**config.mk**
```make
export PLATFORM = sky130hd
export DESIGN_NAME = spi_cmd_regfile
export DESIGN_NICKNAME = d
export VERILOG_FILES = /design/src/rtl/spi_regs_pkg.sv /design/src/rtl/spi_reg_bank.sv /design/src/rtl/spi_cmd_regfile.sv
export SDC_FILE = /design/constraint.sdc
export NUM_CORES = 1
export LEC_CHECK = 0
export CORE_MARGIN = 2
export CORE_UTILIZATION = 63
export CTS_CLUSTER_SIZE = 12
export DETAILED_ROUTE_END_ITERATION = 10
export PLACE_DENSITY = 0.84
export SYNTH_ARGS = -nofsm -noshare
export SYNTH_HDL_FRONTEND = slang
export SYNTH_SLANG_ARGS = --single-unit
```
**constraint.sdc**
```tcl
create_clock -name i_clk -period 3.8 [get_ports i_clk]
set_clock_uncertainty 0.05 [all_clocks]
set_input_delay 0.38 -clock i_clk [delete_from_list [all_inputs] [get_ports i_clk]]
set_output_delay 0.38 -clock i_clk [all_outputs]
set_load 0.01 [all_outputs]
```
**src/rtl/spi_regs_pkg.sv**
```systemverilog
// Shared definitions for the SPI command decoder and its register bank:
// FSM encoding, command-byte layout, register indices and the error byte.
package spi_regs_pkg;

    typedef enum logic [1:0] {
        ST_IDLE  = 2'd0,
        ST_WRITE = 2'd1,
        ST_READ  = 2'd2,
        ST_ERROR = 2'd3
    } state_t;

    localparam int          CMD_RW_BIT = 7;
    localparam int          REG_ID     = 0;
    localparam int          REG_CTRL   = 1;
    localparam int          LED_BIT    = 0;
    localparam logic [7:0]  ERR_BYTE   = 8'hEE;

endpackage

```
**src/rtl/spi_reg_bank.sv**
```systemverilog
// REG_COUNT x 8 register array: slot 0 is a read-only ID constant, one write
// port, one combinational read port, and the LED bit tapped from the control reg.
module spi_reg_bank
    import spi_regs_pkg::*;
#(
    parameter int         REG_COUNT = 8,
    parameter int         ADDR_W    = 3,
    parameter logic [7:0] ID_VALUE  = 8'hA5
) (
    input  logic              clk,
    input  logic              rst,
    input  logic              we,
    input  logic [ADDR_W-1:0] waddr,
    input  logic [7:0]        wdata,
    input  logic [ADDR_W-1:0] raddr,
    output logic [7:0]        rdata,
    output logic              led
);

    logic [7:0] regs [REG_COUNT];

    // Slot 0 is never written, so it stays at its reset value and is masked on read.
    always_ff @(posedge clk or posedge rst) begin
        if (rst) begin
            for (int i = 0; i < REG_COUNT; i++) begin
                regs[i] <= '0;
            end
        end else if (we && (waddr != ADDR_W'(REG_ID))) begin
            regs[waddr] <= wdata;
        end
    end

    assign rdata = (raddr == ADDR_W'(REG_ID)) ? ID_VALUE : regs[raddr];
    assign led   = regs[REG_CTRL][LED_BIT];

endmodule

```
**src/rtl/spi_cmd_regfile.sv**
```systemverilog
// Per-frame command decoder downstream of the SPI slave byte engine: the first
// byte of a CS-low frame selects read/write and start address, later bytes burst.
module spi_cmd_regfile
    import spi_regs_pkg::*;
#(
    parameter int         REG_COUNT = 8,
    parameter int         ADDR_W    = 3,
    parameter logic [7:0] ID_VALUE  = 8'hA5
) (
    input  logic       i_clk,
    input  logic       i_rst,
    input  logic       i_cs_n,
    input  logic       i_rx_valid,
    input  logic [7:0] i_rx_data,
    output logic [7:0] o_tx_data,
    output logic       o_tx_load,
    output logic       o_led,
    output logic       o_frame_err,
    output logic       o_busy
);

    state_t            state, state_nx;
    logic [ADDR_W-1:0] addr, addr_nx;
    logic [7:0]        tx_data_nx;
    logic              tx_load_nx;
    logic              frame_err_nx;
    logic              bank_we;
    logic [ADDR_W-1:0] bank_raddr;
    logic [7:0]        bank_rdata;
    logic              cmd_ok;

    spi_reg_bank #(
        .REG_COUNT (REG_COUNT),
        .ADDR_W    (ADDR_W),
        .ID_VALUE  (ID_VALUE)
    ) u_bank (
        .clk   (i_clk),
        .rst   (i_rst),
        .we    (bank_we),
        .waddr (addr),
        .wdata (i_rx_data),
        .raddr (bank_raddr),
        .rdata (bank_rdata),
        .led   (o_led)
    );

    assign cmd_ok = ~|i_rx_data[6:ADDR_W];

    always_ff @(posedge i_clk or posedge i_rst) begin
        if (i_rst) begin
            state       <= ST_IDLE;
            addr        <= '0;
            o_tx_data   <= '0;
            o_tx_load   <= 1'b0;
            o_frame_err <= 1'b0;
        end else begin
            state       <= state_nx;
            addr        <= addr_nx;
            o_tx_data   <= tx_data_nx;
            o_tx_load   <= tx_load_nx;
            o_frame_err <= frame_err_nx;
        end
    end

    // Chip-select release has priority over any byte arriving on the same edge.
    always_comb begin
        state_nx     = state;
        addr_nx      = addr;
        tx_data_nx   = o_tx_data;
        tx_load_nx   = 1'b0;
        frame_err_nx = 1'b0;
        bank_we      = 1'b0;
        bank_raddr   = addr + 1'b1;
        if (i_cs_n) begin
            state_nx   = ST_IDLE;
            tx_data_nx = '0;
        end else if (i_rx_valid) begin
            case (state)
                ST_IDLE: begin
                    bank_raddr = i_rx_data[ADDR_W-1:0];
                    if (!cmd_ok) begin
                        state_nx     = ST_ERROR;
                        frame_err_nx = 1'b1;
                        tx_data_nx   = ERR_BYTE;
                        tx_load_nx   = 1'b1;
                    end else begin
                        addr_nx = i_rx_data[ADDR_W-1:0];
                        if (i_rx_data[CMD_RW_BIT]) begin
                            state_nx   = ST_READ;
                            tx_data_nx = bank_rdata;
                            tx_load_nx = 1'b1;
                        end else begin
                            state_nx = ST_WRITE;
                        end
                    end
                end
                ST_WRITE: begin
                    bank_we = 1'b1;
                    addr_nx = addr + 1'b1;
                end
                ST_READ: begin
                    addr_nx    = addr + 1'b1;
                    tx_data_nx = bank_rdata;
                    tx_load_nx = 1'b1;
                end
                default: ;
            endcase
        end
    end

    assign o_busy = (state != ST_IDLE);

endmodule

```
==> reports/metrics.cfg <==
[place]
dpl.cell_count=383
port_buffers=23
place_area_sq_um=4000
dp_hpwl_um=5780
gp_congestion=0.847

[layout]
nets=341
syn2layout_area_growth_pct=12.7
finalNonFillerCells=396
diodes=0
fill_cells=382
final_layout_size_suffix_gt1_frac=0.324
final_cell_area_sq_um=4170

[drt]
drc=0
detail-route-antenna-nets=0
routed_wl_um=8450
routed-via-count=2510
viasPerCell=6.34
drtPass1Iterations=4
drt-initial-drc-count=186
wl_per_cell_um=21.3

[sta]
setup_viol=0
period_share=0.713
max_freq_mhz=369
finalCriticalPeriod_ps=2710
final_max_slew_viol_count=0
worst_pin_slew_ps=851
fin_tns_setup_ps=0
relSlewSlack=0.430
rsz0062_at_grt=no
finalHoldViolCount=0

[synth]
synth_cells=295
synth_most_common_cell=mux2_2
synthTopCellsByCount=mux2_2 (73), dfrtp_1 (72), nand2_1 (21)
synth_top_area_cell=dfrtp_1
synthFlopType=dfrtp_1
synth_area_sq_um=3700
synth_top_area_share=0.487
async_flop_share=1.00
synth_cell_type_count=49
ys_seq_area_frac=0.487
synth-edff-count=0
avgSynthCellArea_sq_um=12.5
synth-seq-cells=72
synthTopCellsByArea=dfrtp_1 (49%), mux2_2 (22%), mux2i_1 (3.2%)
syn-num-nets=314
yosys_warnings=0

[power_and_ir_drop]
p_leak_nw=1.93
power.density_nw_per_um2=631
clkPwrFrac=0.221
switching_share=0.352
intPower_mw=1.70
seqPwrFrac=0.430
ir_drop_v=0.000373
pwr-share-comb=0.349
p_switching_uw=926

[global_route]
grt_util_all_layers=0.292
grt_overflow=0
grt_start_max_net_pins=32
grt_pass1_vias=2624
antenna_found_initial=0
grt_first_pass_wirelength_um=13700

[setup_path]
crit_type=reg -> reg
cp-end-kind=flop
cp.arrival_ps=2890
start_kind=flop
required_ps=3980
cp_max_fo=9

[floorplan]
io_pins=24
start_util=0.664
core_area_sq_um=5570
num_rows=27
dieHeight_um=80.6
dieWidth_um=80.6
dieArea_sq_um=6500

[flow_run]
cap_violations=0

[cts]
insertion_delay_ps=350
cts.htree.levels=3
hold_buffers=0
numClockSinks=72
clkTransAtPathRegs_ps=80
post_cts_buffers=0
cts_root_buf=clkbuf_8
cts_resized=0
clock_path_buffers=2
cts_made_buffers=9
cts_tree=built

[worst_hold_path]
hold_path_class=in -> async

[status]
status=finished, final reports clean

[registers in the layout, summed over array words and instances, names as in the netlist]
register,flops
addr,3
o_frame_err,1
o_tx_data,8
o_tx_load,1
state,2
u_bank.led,1
u_bank.regs,56
[cells in the final DEF, fill, tap and decap left out, types with 2 or more instances in the layout]
cell	netlist	routed
o221ai_1	2	2
a31oi_1	7	7
a22oi_1	3	3
dfrtp_1	72	72
mux2i_1	12	12
a32o_1	4	4
nor3_1	3	3
nand3_1	5	5
buf_4	3	5
nand2b_1	4	4
o31ai_1	2	2
mux2_2	73	73
nand3b_4	2	2
nor3_2	2	2
clkbuf_8	0	9
a221o_1	3	3
nor2_1	14	14
nand2_1	21	21
nor2b_1	2	2
mux2i_4	3	3
a21oi_1	3	3
clkdlybuf4s50_1	0	23
o21ai_0	3	3
inv_1	9	8
a211oi_1	2	2
a311oi_1	2	2
nor2_2	2	2
ha_1	7	7
clkinv_2	0	2
[area by class of cell]
class | instances | area, sq um | share of cell area
multi-input cells | 202 | 1800 | 0.433
well taps | 72 | 90.1 | 0.0216
flip-flops and latches | 72 | 1800 | 0.432
clock inverters | 4 | 48.8 | 0.0117
repair buffers | 28 | 268 | 0.0642
clock buffers | 9 | 124 | 0.0297
inverters | 9 | 33.8 | 0.00810
[power by group through the flow]
stage               clock network (mW)  logic [mW]  registers (mW)
detailed placement                   0       0.908            1.14
CTS                              0.580       0.913            1.13
global route                     0.612       0.986            1.16
finish                           0.580       0.919            1.13
floorplan                            0       0.739            1.07
global placement                     0       0.871            1.13
[per-layer routing]
layer,track usage,vias to the layer above,part of all wire
li1,-,1144,-
met1,0.403,1264,0.43
met2,0.457,88,0.49
met3,0.0584,14,0.067
met4,0.115,0,0.017
met5,0,-,0
[through the flow]
step	util	worst slack, ps	hold slack [ps]	power [mW]
after floorplan	-	1520	423	1.81
after global placement	0.717	958	433	2.00
after detailed placement	0.717	891	431	2.05
after CTS	0.748	1100	394	2.62
after global routing	0.748	988	451	2.75
final	0.748	1090	378	2.63
[worst paths after layout]
kind / slack, ps / depth (start not counted) / end / start
max: 1090 / 7 / u_bank.regs[41]$_DFFE_PP0P_ / addr[0]$_DFFE_PP0P_
min: 380 / 2 / u_bank.regs[42]$_DFFE_PP0P_ / i_rst
max reg2reg: 1090 / 7 / u_bank.regs[41]$_DFFE_PP0P_ / addr[0]$_DFFE_PP0P_
min reg2reg: 450 / 1 / o_tx_data[6]$_DFFE_PP0P_ / o_tx_data[6]$_DFFE_PP0P_
max in group asynchronous: 2550 / 3 / u_bank.regs[30]$_DFFE_PP0P_ / i_rst
min in group i_clk: 450 / 1 / o_tx_data[6]$_DFFE_PP0P_ / o_tx_data[6]$_DFFE_PP0P_
[cells by family after synthesis]
group / Yosys count / share of synthesized area
flip-flops: 72 / 0.487
buffers and inverters: 21 / 0.0257
adder cells (fa/ha/maj): 7 / 0.0237
multiplexers: 89 / 0.276
XOR/XNOR: 1 / 0.00237
AND/OR/NAND/NOR: 63 / 0.0997
AO/OA/AOI/OAI: 42 / 0.0859
[worst max-delay path, stage by stage (launching register included)]
cell      delay (ps)
dfrtp_1          600
inv_1            170
ha_1             230
nand2b_1         100
nand2_1           80
nor3_1           330
nand3b_1         560
mux2_2           470
(Power assumes the default switching activity.)
